[src/rtl/cache_config_pkg.sv]
// Shared cache request types, address field widths and trace command decode helpers.
package cache_config_pkg;

  localparam int TAG_BITS          = 12;
  localparam int INDEX_BITS        = 14;
  localparam int BLOCK_OFFSET_BITS = 6;
  localparam int ADDR_BITS         = TAG_BITS + INDEX_BITS + BLOCK_OFFSET_BITS;

  typedef enum logic [3:0] {
    TC_CPU_RD_D = 4'd0,
    TC_CPU_WR   = 4'd1,
    TC_CPU_RD_I = 4'd2,
    TC_SNP_RD   = 4'd3,
    TC_SNP_WR   = 4'd4,
    TC_SNP_RWIM = 4'd5,
    TC_SNP_INV  = 4'd6,
    TC_RESERVED = 4'd7,
    TC_CLEAR    = 4'd8,
    TC_PRINT    = 4'd9
  } trace_cmd_t;

  typedef enum logic [3:0] {
    CPU_RD_D, CPU_WR, CPU_RD_I, SNP_RD, SNP_WR, SNP_RWIM, SNP_INV, CLEAR, PRINT
  } req_op_t;

  typedef struct packed {
    req_op_t                      op;
    logic [TAG_BITS-1:0]          tag;
    logic [INDEX_BITS-1:0]        index;
    logic [BLOCK_OFFSET_BITS-1:0] offset;
  } cache_req_t;

  function automatic logic cmd_legal(input logic [3:0] cmd);
    return (cmd <= 4'd6) || (cmd == 4'd8) || (cmd == 4'd9);
  endfunction

  function automatic req_op_t cmd_to_op(input logic [3:0] cmd);
    req_op_t op;
    op = CPU_RD_D;
    case (trace_cmd_t'(cmd))
      TC_CPU_WR:   op = CPU_WR;
      TC_CPU_RD_I: op = CPU_RD_I;
      TC_SNP_RD:   op = SNP_RD;
      TC_SNP_WR:   op = SNP_WR;
      TC_SNP_RWIM: op = SNP_RWIM;
      TC_SNP_INV:  op = SNP_INV;
      TC_CLEAR:    op = CLEAR;
      TC_PRINT:    op = PRINT;
      default:     op = CPU_RD_D;
    endcase
    return op;
  endfunction

endpackage

[src/rtl/trace_cmd_decoder_if.sv]
// Trace record input and decoded request output handshakes of trace_cmd_decoder.
interface trace_cmd_decoder_if;
  import cache_config_pkg::*;

  logic                         in_valid;
  logic                         in_ready;
  logic [3:0]                   in_cmd;
  logic [31:0]                  in_addr;
  logic                         out_valid;
  logic                         out_ready;
  req_op_t                      out_op;
  logic [TAG_BITS-1:0]          out_tag;
  logic [INDEX_BITS-1:0]        out_index;
  logic [BLOCK_OFFSET_BITS-1:0] out_offset;

  modport master (
    output in_valid, in_cmd, in_addr, out_ready,
    input  in_ready, out_valid, out_op, out_tag, out_index, out_offset
  );

  modport slave (
    input  in_valid, in_cmd, in_addr, out_ready,
    output in_ready, out_valid, out_op, out_tag, out_index, out_offset
  );

endinterface

[src/rtl/req_fifo.sv]
// In-order request queue; DEPTH must be a power of two so pointers wrap naturally.
module req_fifo
  import cache_config_pkg::*;
#(
  parameter int  DEPTH = 4,
  parameter type T     = cache_req_t
) (
  input  logic clk,
  input  logic rst_n,
  input  logic push,
  input  T     push_data,
  input  logic pop,
  output T     pop_data,
  output logic full,
  output logic empty
);

  localparam int PTR_W = $clog2(DEPTH);

  logic [PTR_W-1:0] wr_ptr, rd_ptr;
  logic [PTR_W:0]   count;
  T                 mem [DEPTH];
  logic             do_push, do_pop;

  assign full     = (count == (PTR_W+1)'(DEPTH));
  assign empty    = (count == '0);
  assign do_push  = push && !full;
  assign do_pop   = pop && !empty;
  assign pop_data = mem[rd_ptr];

  always_ff @(posedge clk) begin
    if (do_push) mem[wr_ptr] <= push_data;
  end

  always_ff @(posedge clk or negedge rst_n) begin
    if (!rst_n) begin
      wr_ptr <= '0;
      rd_ptr <= '0;
      count  <= '0;
    end else begin
      if (do_push) wr_ptr <= wr_ptr + 1'b1;
      if (do_pop)  rd_ptr <= rd_ptr + 1'b1;
      case ({do_push, do_pop})
        2'b10:   count <= count + 1'b1;
        2'b01:   count <= count - 1'b1;
        default: count <= count;
      endcase
    end
  end

endmodule

[src/rtl/trace_cmd_decoder.sv]
// Decodes trace records into queued cache requests; illegal codes are dropped and counted.
// Defining TRACE_CMD_STATS_EN adds stat_cpu / stat_snoop / stat_ctrl acceptance counters.
module trace_cmd_decoder
  import cache_config_pkg::*;
#(
  parameter int DEPTH = 4,
  parameter int ERR_W = 8
) (
  input  logic                 clk,
  input  logic                 rst_n,
  trace_cmd_decoder_if.slave   bus,
  output logic                 err_pulse,
  output logic [ERR_W-1:0]     err_count
`ifdef TRACE_CMD_STATS_EN
  ,
  output logic [31:0]          stat_cpu,
  output logic [31:0]          stat_snoop,
  output logic [15:0]          stat_ctrl
`endif
);

  logic       ready_en;
  logic       full, empty;
  logic       accept, legal;
  cache_req_t push_req, pop_req;

  // Holds in_ready low until the first edge after reset release.
  always_ff @(posedge clk or negedge rst_n) begin
    if (!rst_n) ready_en <= 1'b0;
    else        ready_en <= 1'b1;
  end

  assign bus.in_ready = ready_en && !full;
  assign accept       = bus.in_valid && bus.in_ready;
  assign legal        = cmd_legal(bus.in_cmd);

  assign push_req.op     = cmd_to_op(bus.in_cmd);
  assign push_req.tag    = bus.in_addr[BLOCK_OFFSET_BITS+INDEX_BITS +: TAG_BITS];
  assign push_req.index  = bus.in_addr[BLOCK_OFFSET_BITS +: INDEX_BITS];
  assign push_req.offset = bus.in_addr[0 +: BLOCK_OFFSET_BITS];

  req_fifo #(
    .DEPTH (DEPTH),
    .T     (cache_req_t)
  ) u_req_fifo (
    .clk       (clk),
    .rst_n     (rst_n),
    .push      (accept && legal),
    .push_data (push_req),
    .pop       (bus.out_ready),
    .pop_data  (pop_req),
    .full      (full),
    .empty     (empty)
  );

  assign bus.out_valid  = !empty;
  assign bus.out_op     = pop_req.op;
  assign bus.out_tag    = pop_req.tag;
  assign bus.out_index  = pop_req.index;
  assign bus.out_offset = pop_req.offset;

  always_ff @(posedge clk or negedge rst_n) begin
    if (!rst_n) begin
      err_pulse <= 1'b0;
      err_count <= '0;
    end else begin
      err_pulse <= accept && !legal;
      if (accept && !legal && (err_count != '1)) err_count <= err_count + 1'b1;
    end
  end

`ifdef TRACE_CMD_STATS_EN
  always_ff @(posedge clk or negedge rst_n) begin
    if (!rst_n) begin
      stat_cpu   <= '0;
      stat_snoop <= '0;
      stat_ctrl  <= '0;
    end else if (accept && legal) begin
      if (bus.in_cmd <= 4'd2)      stat_cpu   <= stat_cpu + 1'b1;
      else if (bus.in_cmd <= 4'd6) stat_snoop <= stat_snoop + 1'b1;
      else                         stat_ctrl  <= stat_ctrl + 1'b1;
    end
  end
`endif

endmodule

[src/flat_wrapper.sv]
// flat-port wrapper written by rule: the top's interface ports become plain ports
module trace_cmd_decoder_flat import cache_config_pkg::*;
#(
  parameter int DEPTH = 4,
  parameter int ERR_W = 8
)
  (clk, rst_n, err_pulse, err_count, bus_in_valid, bus_in_cmd, bus_in_addr, bus_out_ready, bus_in_ready, bus_out_valid, bus_out_op, bus_out_tag, bus_out_index, bus_out_offset);
  trace_cmd_decoder_if bus_i ();
  input  logic clk;
  input  logic rst_n;
  output logic err_pulse;
  output logic [ERR_W-1:0] err_count;
  input wire logic [$bits(bus_i.in_valid)-1:0] bus_in_valid;
  input wire logic [$bits(bus_i.in_cmd)-1:0] bus_in_cmd;
  input wire logic [$bits(bus_i.in_addr)-1:0] bus_in_addr;
  input wire logic [$bits(bus_i.out_ready)-1:0] bus_out_ready;
  output wire logic [$bits(bus_i.in_ready)-1:0] bus_in_ready;
  output wire logic [$bits(bus_i.out_valid)-1:0] bus_out_valid;
  output wire logic [$bits(bus_i.out_op)-1:0] bus_out_op;
  output wire logic [$bits(bus_i.out_tag)-1:0] bus_out_tag;
  output wire logic [$bits(bus_i.out_index)-1:0] bus_out_index;
  output wire logic [$bits(bus_i.out_offset)-1:0] bus_out_offset;
  assign bus_i.in_valid = bus_in_valid;
  assign bus_i.in_cmd = bus_in_cmd;
  assign bus_i.in_addr = bus_in_addr;
  assign bus_i.out_ready = bus_out_ready;
  assign bus_in_ready = bus_i.in_ready;
  assign bus_out_valid = bus_i.out_valid;
  assign bus_out_op = bus_i.out_op;
  assign bus_out_tag = bus_i.out_tag;
  assign bus_out_index = bus_i.out_index;
  assign bus_out_offset = bus_i.out_offset;
  trace_cmd_decoder #(.DEPTH(DEPTH), .ERR_W(ERR_W)) u_core (.clk(clk), .rst_n(rst_n), .bus(bus_i), .err_pulse(err_pulse), .err_count(err_count));
endmodule
[config.mk]
export PLATFORM = sky130hd
export DESIGN_NAME = trace_cmd_decoder_flat
export DESIGN_NICKNAME = d
export VERILOG_FILES = /design/src/rtl/cache_config_pkg.sv /design/src/rtl/trace_cmd_decoder_if.sv /design/src/rtl/req_fifo.sv /design/src/rtl/trace_cmd_decoder.sv /design/src/flat_wrapper.sv
export SDC_FILE = /design/constraint.sdc
export NUM_CORES = 1
export LEC_CHECK = 0
export ABC_CLOCK_PERIOD_IN_PS = 2600
export CORE_AREA = 2 2 116 118
export DETAILED_ROUTE_END_ITERATION = 6
export DIE_AREA = 0 0 118 120
export HOLD_SLACK_MARGIN = 0.12
export PLACE_DENSITY_LB_ADDON = 0.12
export RECOVER_POWER = 50
export SYNTH_ARGS = -nofsm -noshare
export SYNTH_HDL_FRONTEND = slang
export SYNTH_HIERARCHICAL = 1
export SYNTH_SLANG_ARGS = --single-unit
[constraint.sdc]
create_clock -name clk -period 2.6 [get_ports clk]
set_clock_uncertainty 0.1 [all_clocks]
set_input_delay 0.78 -clock clk [delete_from_list [all_inputs] [get_ports clk]]
set_output_delay 0.78 -clock clk [all_outputs]
set_load 0.01 [all_outputs]
==> impl.org, run 1 <==
** Floorplanning
- The die is 120 um tall.
- Once the floorplan was initialized, standard cells occupied 47.6% of the core.
- After floorplanning, the core was divided into 42 placement rows.
- The core region is 0.0130 mm^2.
- The die covers 0.0142 mm^2.
- DIE WIDTH :: 118 um
- IO Count :: 87

** Layout
- Antenna cells :: 0
- Leading cell type in the layout, fill and taps excluded :: edfxtp_1
- Commonest non-fill, non-tap cells in the layout :: edfxtp_1, mux4_2, dlygate4sd3_1, buf_6, clkbuf_16
- In the final layout, the share of cells above drive strength 1 is 34.3%.
- For this run, the share of the core covered by cells in the final layout is 61.6%.
- Number of standard cells in the final layout excluding fillers :: 590
- Compared with the post-synthesis result, the final layout area differs by 29.4%.
- The final layout contains 448 nets.

** Setup path
- In this run the critical register-to-register path is captured at u_core/u_req_fifo/count[2].
- CP Max Fanout :: 8
- Category of cells accounting for the largest share of critical-path delay :: multiplexers
- Across all register-to-register paths, the minimum setup slack is 0.28 ns.
- Ordered cell list for the critical path :: buf_8 > mux4_2 > buf_6
- For the worst setup path, the data arrival time is 1.77 ns.
- FF-to-FF path depth :: 11
- The number of buffers and inverters on the critical path is 2.
- The critical path is of the reg -> out type.
- Crit end category :: output pin
- Slowest cell on the critical path :: mux4_2
- Worst Setup Start Kind :: register
- Required time at the worst-slack endpoint :: 1.72 ns
- The startpoint identified for the worst register-to-register timing path is u_core/u_req_fifo/count[1].
- Maximum single-stage delay on the critical path :: 0.56 ns

** Pwr
- Summed over all cells, the static leakage comes to 2.84 nW.
- For this design the ratio of total power to cell area is 992 mW/mm^2.
- VDD sags by at most 0.000578 V.
- After layout, the design draws a total of 7.93 mW.

** CTS
- For the worst-skew pair, the clock arrives at the later sink with an insertion delay of 0.42 ns.
- The tree is rooted in a clkbuf_16.
- Clock Sink Count :: 161
- Hold repair after CTS inserted 0 buffers.
- Clock Tree Buf Depth :: 2
- The H-tree generated during clock tree synthesis spans 4 levels.
- TritonCTS built the clock tree.
- CTS buffer count :: 17
- Clock-pin slew was measured on the worst setup and hold paths at 0.06 ns.

** Detailed routing
- Number of violations reported at the end of detailed-routing iteration 0 :: 188
- After detailed routing, the average wire length per cell comes to 18.0 um.
- For this run, the detailed router's first-pass iteration total came to 4.
- Via count :: 2988
- Ratio of routed vias to standard cells :: 5.06
- Once detail routing completed, the nets flagged for antenna violations numbered 0.
- The routed design has 10.6 mm of wire.
- Remaining DRCs :: 0

** Outcome
- Status :: complete, but fails checks
- Violations in the final reports :: negative setup slack

** Global routing
- Entering global routing, the biggest net connects 30 pins.
- Antenna violations before repair :: 0
- After global routing the overflow that remains totals 0.
- The first global-routing pass estimated 16.9 mm of wire.
- The via count of the first global-routing pass is 3180.
- GR Util All Layers :: 16.4%

** Synthesis
- Number of synthesized flops with an enable pin :: 144
- Area of the mapped netlist :: 0.00618 mm^2
- Library cells used by synthesis :: 39
- Post-Syn Area per Cell :: 22.5 um^2
- Area leader, netlist :: edfxtp_1
- Ys Warns :: 6
- In the synthesized netlist the async set-or-reset flop fraction comes to 10.6%.
- Area share of the largest cell type after synthesis :: 70.0%
- Synthesized Nets :: 322
- Most frequently used flop master after synthesis :: edfxtp_1
- Leading post-synthesis cells by cell area :: edfxtp_1, mux4_2, dfrtp_1, ha_1, xnor2_1
- Summing the sequential cell areas from Yosys gives 76.9% of the chip area.
- Synthesis inferred 161 register bits.
- Cell count after synthesis :: 275

** Timing
- Final Hold Slack :: 0.427 ns
- The number of failing hold endpoints at the final stage is 0.
- Timing would allow up to 377 MHz.
- In the post-route analysis, the smallest setup slack over all paths is -0.0495 ns.
- The count of pins over their slew limit was 0.
- The smallest clock period supported by the final layout is computed as 2.65 ns.
- Setup-failing EPs final :: 26
- In the finished design, the share of the clock period the worst path needs comes to 102%.
- Pin slew with the least headroom to its limit :: 0.540 ns
- RSZ-0062 raised after global routing :: true
- Measured against its own limit, the worst slew margin works out to 64.0%.

** Hold path
- Worst min path class :: reg -> reg
- The worst hold path terminates at u_core/err_count[3].
- Hold-critical path depth :: 1
- Startpoint of the most critical hold path :: u_core/err_count[3]

** Placement
- Routability-driven placement finished with a final weighted congestion of 0.706.
- After legalization and detailed placement, the total HPWL measured 6.68 mm.
- # placed instances :: 556
- Number of buffer cells added on primary ports :: 86

** Job
- Max_cap viols :: 0
## area by class of cell
cell class	count	area [um^2]
Fill cell	993	4990
Sequential cell	161	4750
Multi-Input combinational cell	98	1310
Timing Repair Buffer	115	1130
Clock buffer	24	482
Tap cell	176	220
Clock inverter	8	63.8
Inverter	8	30.0
## power breakdown
| group | internal [mW] | switching [mW] | leakage, nW | total [mW] |
|---|---|---|---|---|
| sequential | 3.07 | 0.150 | 1.51 | 3.22 |
| combinational | 1.38 | 1.05 | 1.05 | 2.43 |
| clock | 1.38 | 0.903 | 0.275 | 2.28 |
## per-stage QoR
| step | instance area [um^2] | setup slack (ns) | setup TNS (ns) |
|---|---|---|---|
| finish | 7990 | -0.0495 | -0.451 |
| global route | 7990 | -0.113 | -2.79 |
| CTS | 8110 | -0.0977 | -2.34 |
| detailed placement | 7490 | -0.355 | -19.12 |
| global placement | 7490 | -0.253 | -12.60 |
| floorplan | 6180 | 0.199 | 0 |
## registers in the layout, indices dropped and copies added (netlist names)
| register | cells |
|---|---|
| u_core/u_req_fifo/mem | 144 |
| u_core/err_count | 8 |
| u_core/u_req_fifo/count | 3 |
| u_core/u_req_fifo/rd_ptr | 2 |
| u_core/u_req_fifo/wr_ptr | 2 |
| u_core/err_pulse | 1 |
| u_core/ready_en | 1 |
## worst max-delay path by stage
| stage | end | slack (ns) | startpoint | cells after the start |
|---|---|---|---|---|
| 6_report | bus_out_op[0] | -0.05 | u_core/u_req_fifo/rd_ptr[0] | 3 |
| 5_1_grt | bus_out_op[3] | -0.11 | u_core/u_req_fifo/rd_ptr[0] | 3 |
| 4_1_cts | bus_out_op[3] | -0.1 | u_core/u_req_fifo/rd_ptr[0] | 4 |
| 3_5_place_dp | u_core/u_req_fifo/count[2] | -0.36 | bus_in_cmd[2] | 12 |
| 3_3_place_gp | u_core/u_req_fifo/count[2] | -0.25 | bus_in_cmd[1] | 12 |
| 2_1_floorplan | u_core/u_req_fifo/mem[0][0] | 0.20 | bus_in_cmd[2] | 5 |
## cells in the mapped netlist, types with 2 or more instances
master / instances
ha_1: 6
a31oi_1: 2
buf_2: 4
edfxtp_1: 144
nand4_1: 4
inv_1: 8
nor2_1: 2
xnor2_1: 6
a31o_2: 3
nand2_1: 5
buf_12: 2
a21oi_1: 2
mux2_4: 2
and3_1: 2
dfrtp_1: 17
xor2_1: 4
mux4_2: 36
and2_1: 5
## kinds of logic (layout without fill, tap and decap cells)
kind of cell,after synthesis,after routing,synth area share [%]
xor+xnor,10,10,1.42
flops,161,161,76.9
fa+ha+maj,7,7,1.54
compound gates,10,10,1.34
buf+inv,16,155,1.76
mux,40,40,14.0
simple gates,30,30,3.06
other cells,1,1,0.0607
## routing by layer
| metal | part of all wire [%] | up-vias | GRT usage, % |
|---|---|---|---|
| met5 | 0 | - | 0 |
| met3 | 4.8 | 14 | 5.66 |
| met2 | 51 | 73 | 27.0 |
| met1 | 42 | 1517 | 19.9 |
| li1 | - | 1384 | - |
| met4 | 1.6 | 0 | 7.23 |
## repair_timing
item | CTS | global route
buffers inserted | 6 | 0
setup endpoints to repair | 37 | 37
cloned | 2 | 0
hold endpoints to repair | 0 | 0
pin swaps | 1 | 2
resized for setup | 176 | 8
Power figures use the tool's default switching activity.
==> run 2: changes to the inputs <==
- CORE_AREA: 2 2 116 118 -> 2 2 83 164
- DIE_AREA: 0 0 118 120 -> 0 0 85 166
==> impl.org, run 2 (same netlist as run 1, synthesis figures left out) <==
** CTS
- After clock tree synthesis, the clock-pin slew on the worst setup and hold paths is 0.06 ns.
- Clock Root Buffer :: clkbuf_16
- Clock tree synthesis inserted a total of 17 buffers.
- For this design, the sink count on the clock tree is 161.
- Clock Tree Buf Depth :: 2
- In this run, post-CTS hold repair placed 0 buffers.
- CTS tree :: yes
- The later pin in the worst-skew pair is clocked with a latency of 0.41 ns.
- In this run the number of H-tree levels came out at 4.

** Detailed routing
- After detailed routing, the number of vias per cell comes to 5.35.
- Number of violations reported at the end of detailed-routing iteration 0 :: 164
- After detailed routing, the average wire length per cell comes to 20.0 um.
- Before antenna repair, the detailed router went through 4 iterations.
- The count of nets left with antenna violations once routing finished came out at 0.
- Via count :: 3068
- The routed design has 11.4 mm of wire.
- In the routed design, unresolved DRC markers number 0.

** Timing
- Dividing the final minimum period by the clock period gives 106%.
- The count of pins over their slew limit came to 0.
- Sum of negative setup slack :: -1.85 ns
- Pin slew with the least headroom to its limit :: 0.940 ns
- The number of failing hold endpoints at the final stage was 0.
- Measured against its own limit, the worst slew margin works out to 37.4%.
- Final Critical Period :: 2.77 ns
- Once routing completed, OpenROAD measured the worst setup slack at -0.167 ns.
- Derived from the worst setup path, the maximum achievable clock frequency is 361 MHz.
- Setup-failing EPs final :: 31
- Across all hold checks on the routed design, the worst slack comes to 0.430 ns.
- Setup repair after global routing could not meet its margin everywhere.

** Layout
- Number of nets in the layout :: 455
- Biggest registers after layout :: u_core/u_req_fifo/mem: 144 flops, u_core/err_count: 8 flops, u_core/u_req_fifo/count: 3 flops
- Max FFs per register :: 144
- The number of antenna diodes in the final layout is 0.
- Leaving out fill and tap cells, the most frequent cells in the layout are edfxtp_1, mux4_2, dlygate4sd3_1, buf_6, clkbuf_16.
- Of the cells placed in the final design, the portion with a size suffix greater than 1 is 35.2%.
- Area added between synthesis and finish :: 32.6%
- Core Util, Final :: 63.4%
- Counting flops per register, the top entry is u_core/u_req_fifo/mem.
- Leading cell type in the layout, fill and taps excluded :: edfxtp_1
- After filler insertion, the fill cell instance count of the layout stands at 881.

** Setup path
- Flop-to-flop setup slack :: 0.26 ns
- For the worst setup path, the data required time is 1.72 ns.
- Startpoint of the worst-slack reg-to-reg timing path :: u_core/u_req_fifo/count[2]
- R2R Path End :: u_core/err_count[1]
- Crit end category :: output pin
- Type of the worst setup path :: reg -> out
- CP Max Fanout :: 8
- FF-to-FF path depth :: 7
- Arrival time of the worst setup path :: 1.89 ns
- STA classifies the critical path startpoint as a register.

** Global routing
- For this run, the total global-route usage over all layers was measured as 17.7%.
- Entering global routing, the biggest net connects 22 pins.
- Antenna violations before repair :: 1
- The first global-routing pass estimated 18.4 mm of wire.
- Via count of the first global-routing pass :: 3378
- For this run the aggregate overflow at the end of global routing stands at 0.

** Placement
- OpenSTA, run right after detailed placement, puts the worst setup slack at -0.344 ns.
- Placer Congestion :: 0.704
- Number of buffer cells added on primary ports :: 86
- Sum of net half-perimeters after detailed placement :: 7.06 mm

** Job
- Max_cap viols :: 0

** Pwr
- For this design the ratio of total power to cell area is 1020 mW/mm^2.
- Maximum vdd ir drop :: 0.000752 V
- Total power for the finished layout comes to 8.35 mW.
- In this run the static leakage power is 2.92 nW.

** Floorplanning
- Placeable core region :: 0.0129 mm^2
- From bottom edge to top edge, the die measures 166 um.
- DIE WIDTH :: 85 um
- Starting density of the core :: 47.8%
- In this run the count of I/O pins placed on the die edge is 87.
- Die Footprint :: 0.0141 mm^2
- Site row count :: 59

** Hold path
- Hold-critical path depth :: 1
- The worst hold path terminates at u_core/u_req_fifo/count[2].
- Worst min path class :: reg -> reg
- Startpoint of the most critical hold path :: u_core/u_req_fifo/count[2]

** Outcome
- Violations in the final reports :: negative setup slack
- The run finished, with violations left.
[run 2: worst max path at each step]
stage / from / end / depth (start not counted)
final: u_core/u_req_fifo/rd_ptr[0] / bus_out_index[13] / 5
after global routing: u_core/u_req_fifo/rd_ptr[0] / bus_out_index[13] / 5
after CTS: u_core/u_req_fifo/rd_ptr[0] / bus_out_tag[3] / 4
after detailed placement: bus_in_cmd[1] / u_core/u_req_fifo/count[2] / 12
after global placement: bus_in_cmd[1] / u_core/u_req_fifo/count[2] / 12
after floorplan: bus_in_cmd[2] / u_core/u_req_fifo/mem[0][0] / 5
[run 2: metrics by stage]
step | cells | area, um^2
after detailed placement | 530 | 7500
final | 573 | 8190
after CTS | 573 | 8200
after floorplan | 275 | 6180
after global routing | 573 | 8190
after global placement | 530 | 7500
[run 2: routing by layer]
| layer | part of all wire [%] | vias to the layer above | GRT usage [%] | wire length [um] |
|---|---|---|---|---|
| met5 | 0.11 | - | 0 | 13 |
| met4 | 1.0 | 2 | 6.42 | 119 |
| met3 | 3.8 | 10 | 4.47 | 430 |
| met2 | 57 | 71 | 31.5 | 6500 |
| met1 | 38 | 1588 | 20.2 | 4380 |
| li1 | - | 1397 | - | - |
[run 2: worst max-delay path, stage by stage (launching register included)]
cell,delay (ns)
dfrtp_2,0.41
buf_12,0.12
buf_12,0.10
buf_12,0.13
mux4_2,0.56
buf_6,0.15
[run 2: what timing repair did]
action                     CTS  global route
setup endpoints to repair   37            38
hold endpoints to repair     0             0
setup buffers                8             2
resized for setup          167            14
cloned                       4             0
pin swaps                    0             1
[run 2: report_power, final]
part	total [mW]	internal [mW]	leakage [nW]	switching, mW
clock network	2.30	1.33	0.271	0.978
registers	3.22	3.07	1.51	0.155
logic	2.82	1.67	1.14	1.16
total	8.35	6.06	2.92	2.29
[run 2: layout make-up]
type / instances / area [um^2] / area share (%)
flip-flops and latches: 161 / 4750 / 58.0
repair buffers: 122 / 1350 / 16.5
multi-input cells: 98 / 1310 / 16.0
clock buffers: 17 / 425 / 5.19
well taps: 152 / 190 / 2.32
clock inverters: 15 / 135 / 1.65
inverters: 8 / 30.0 / 0.367
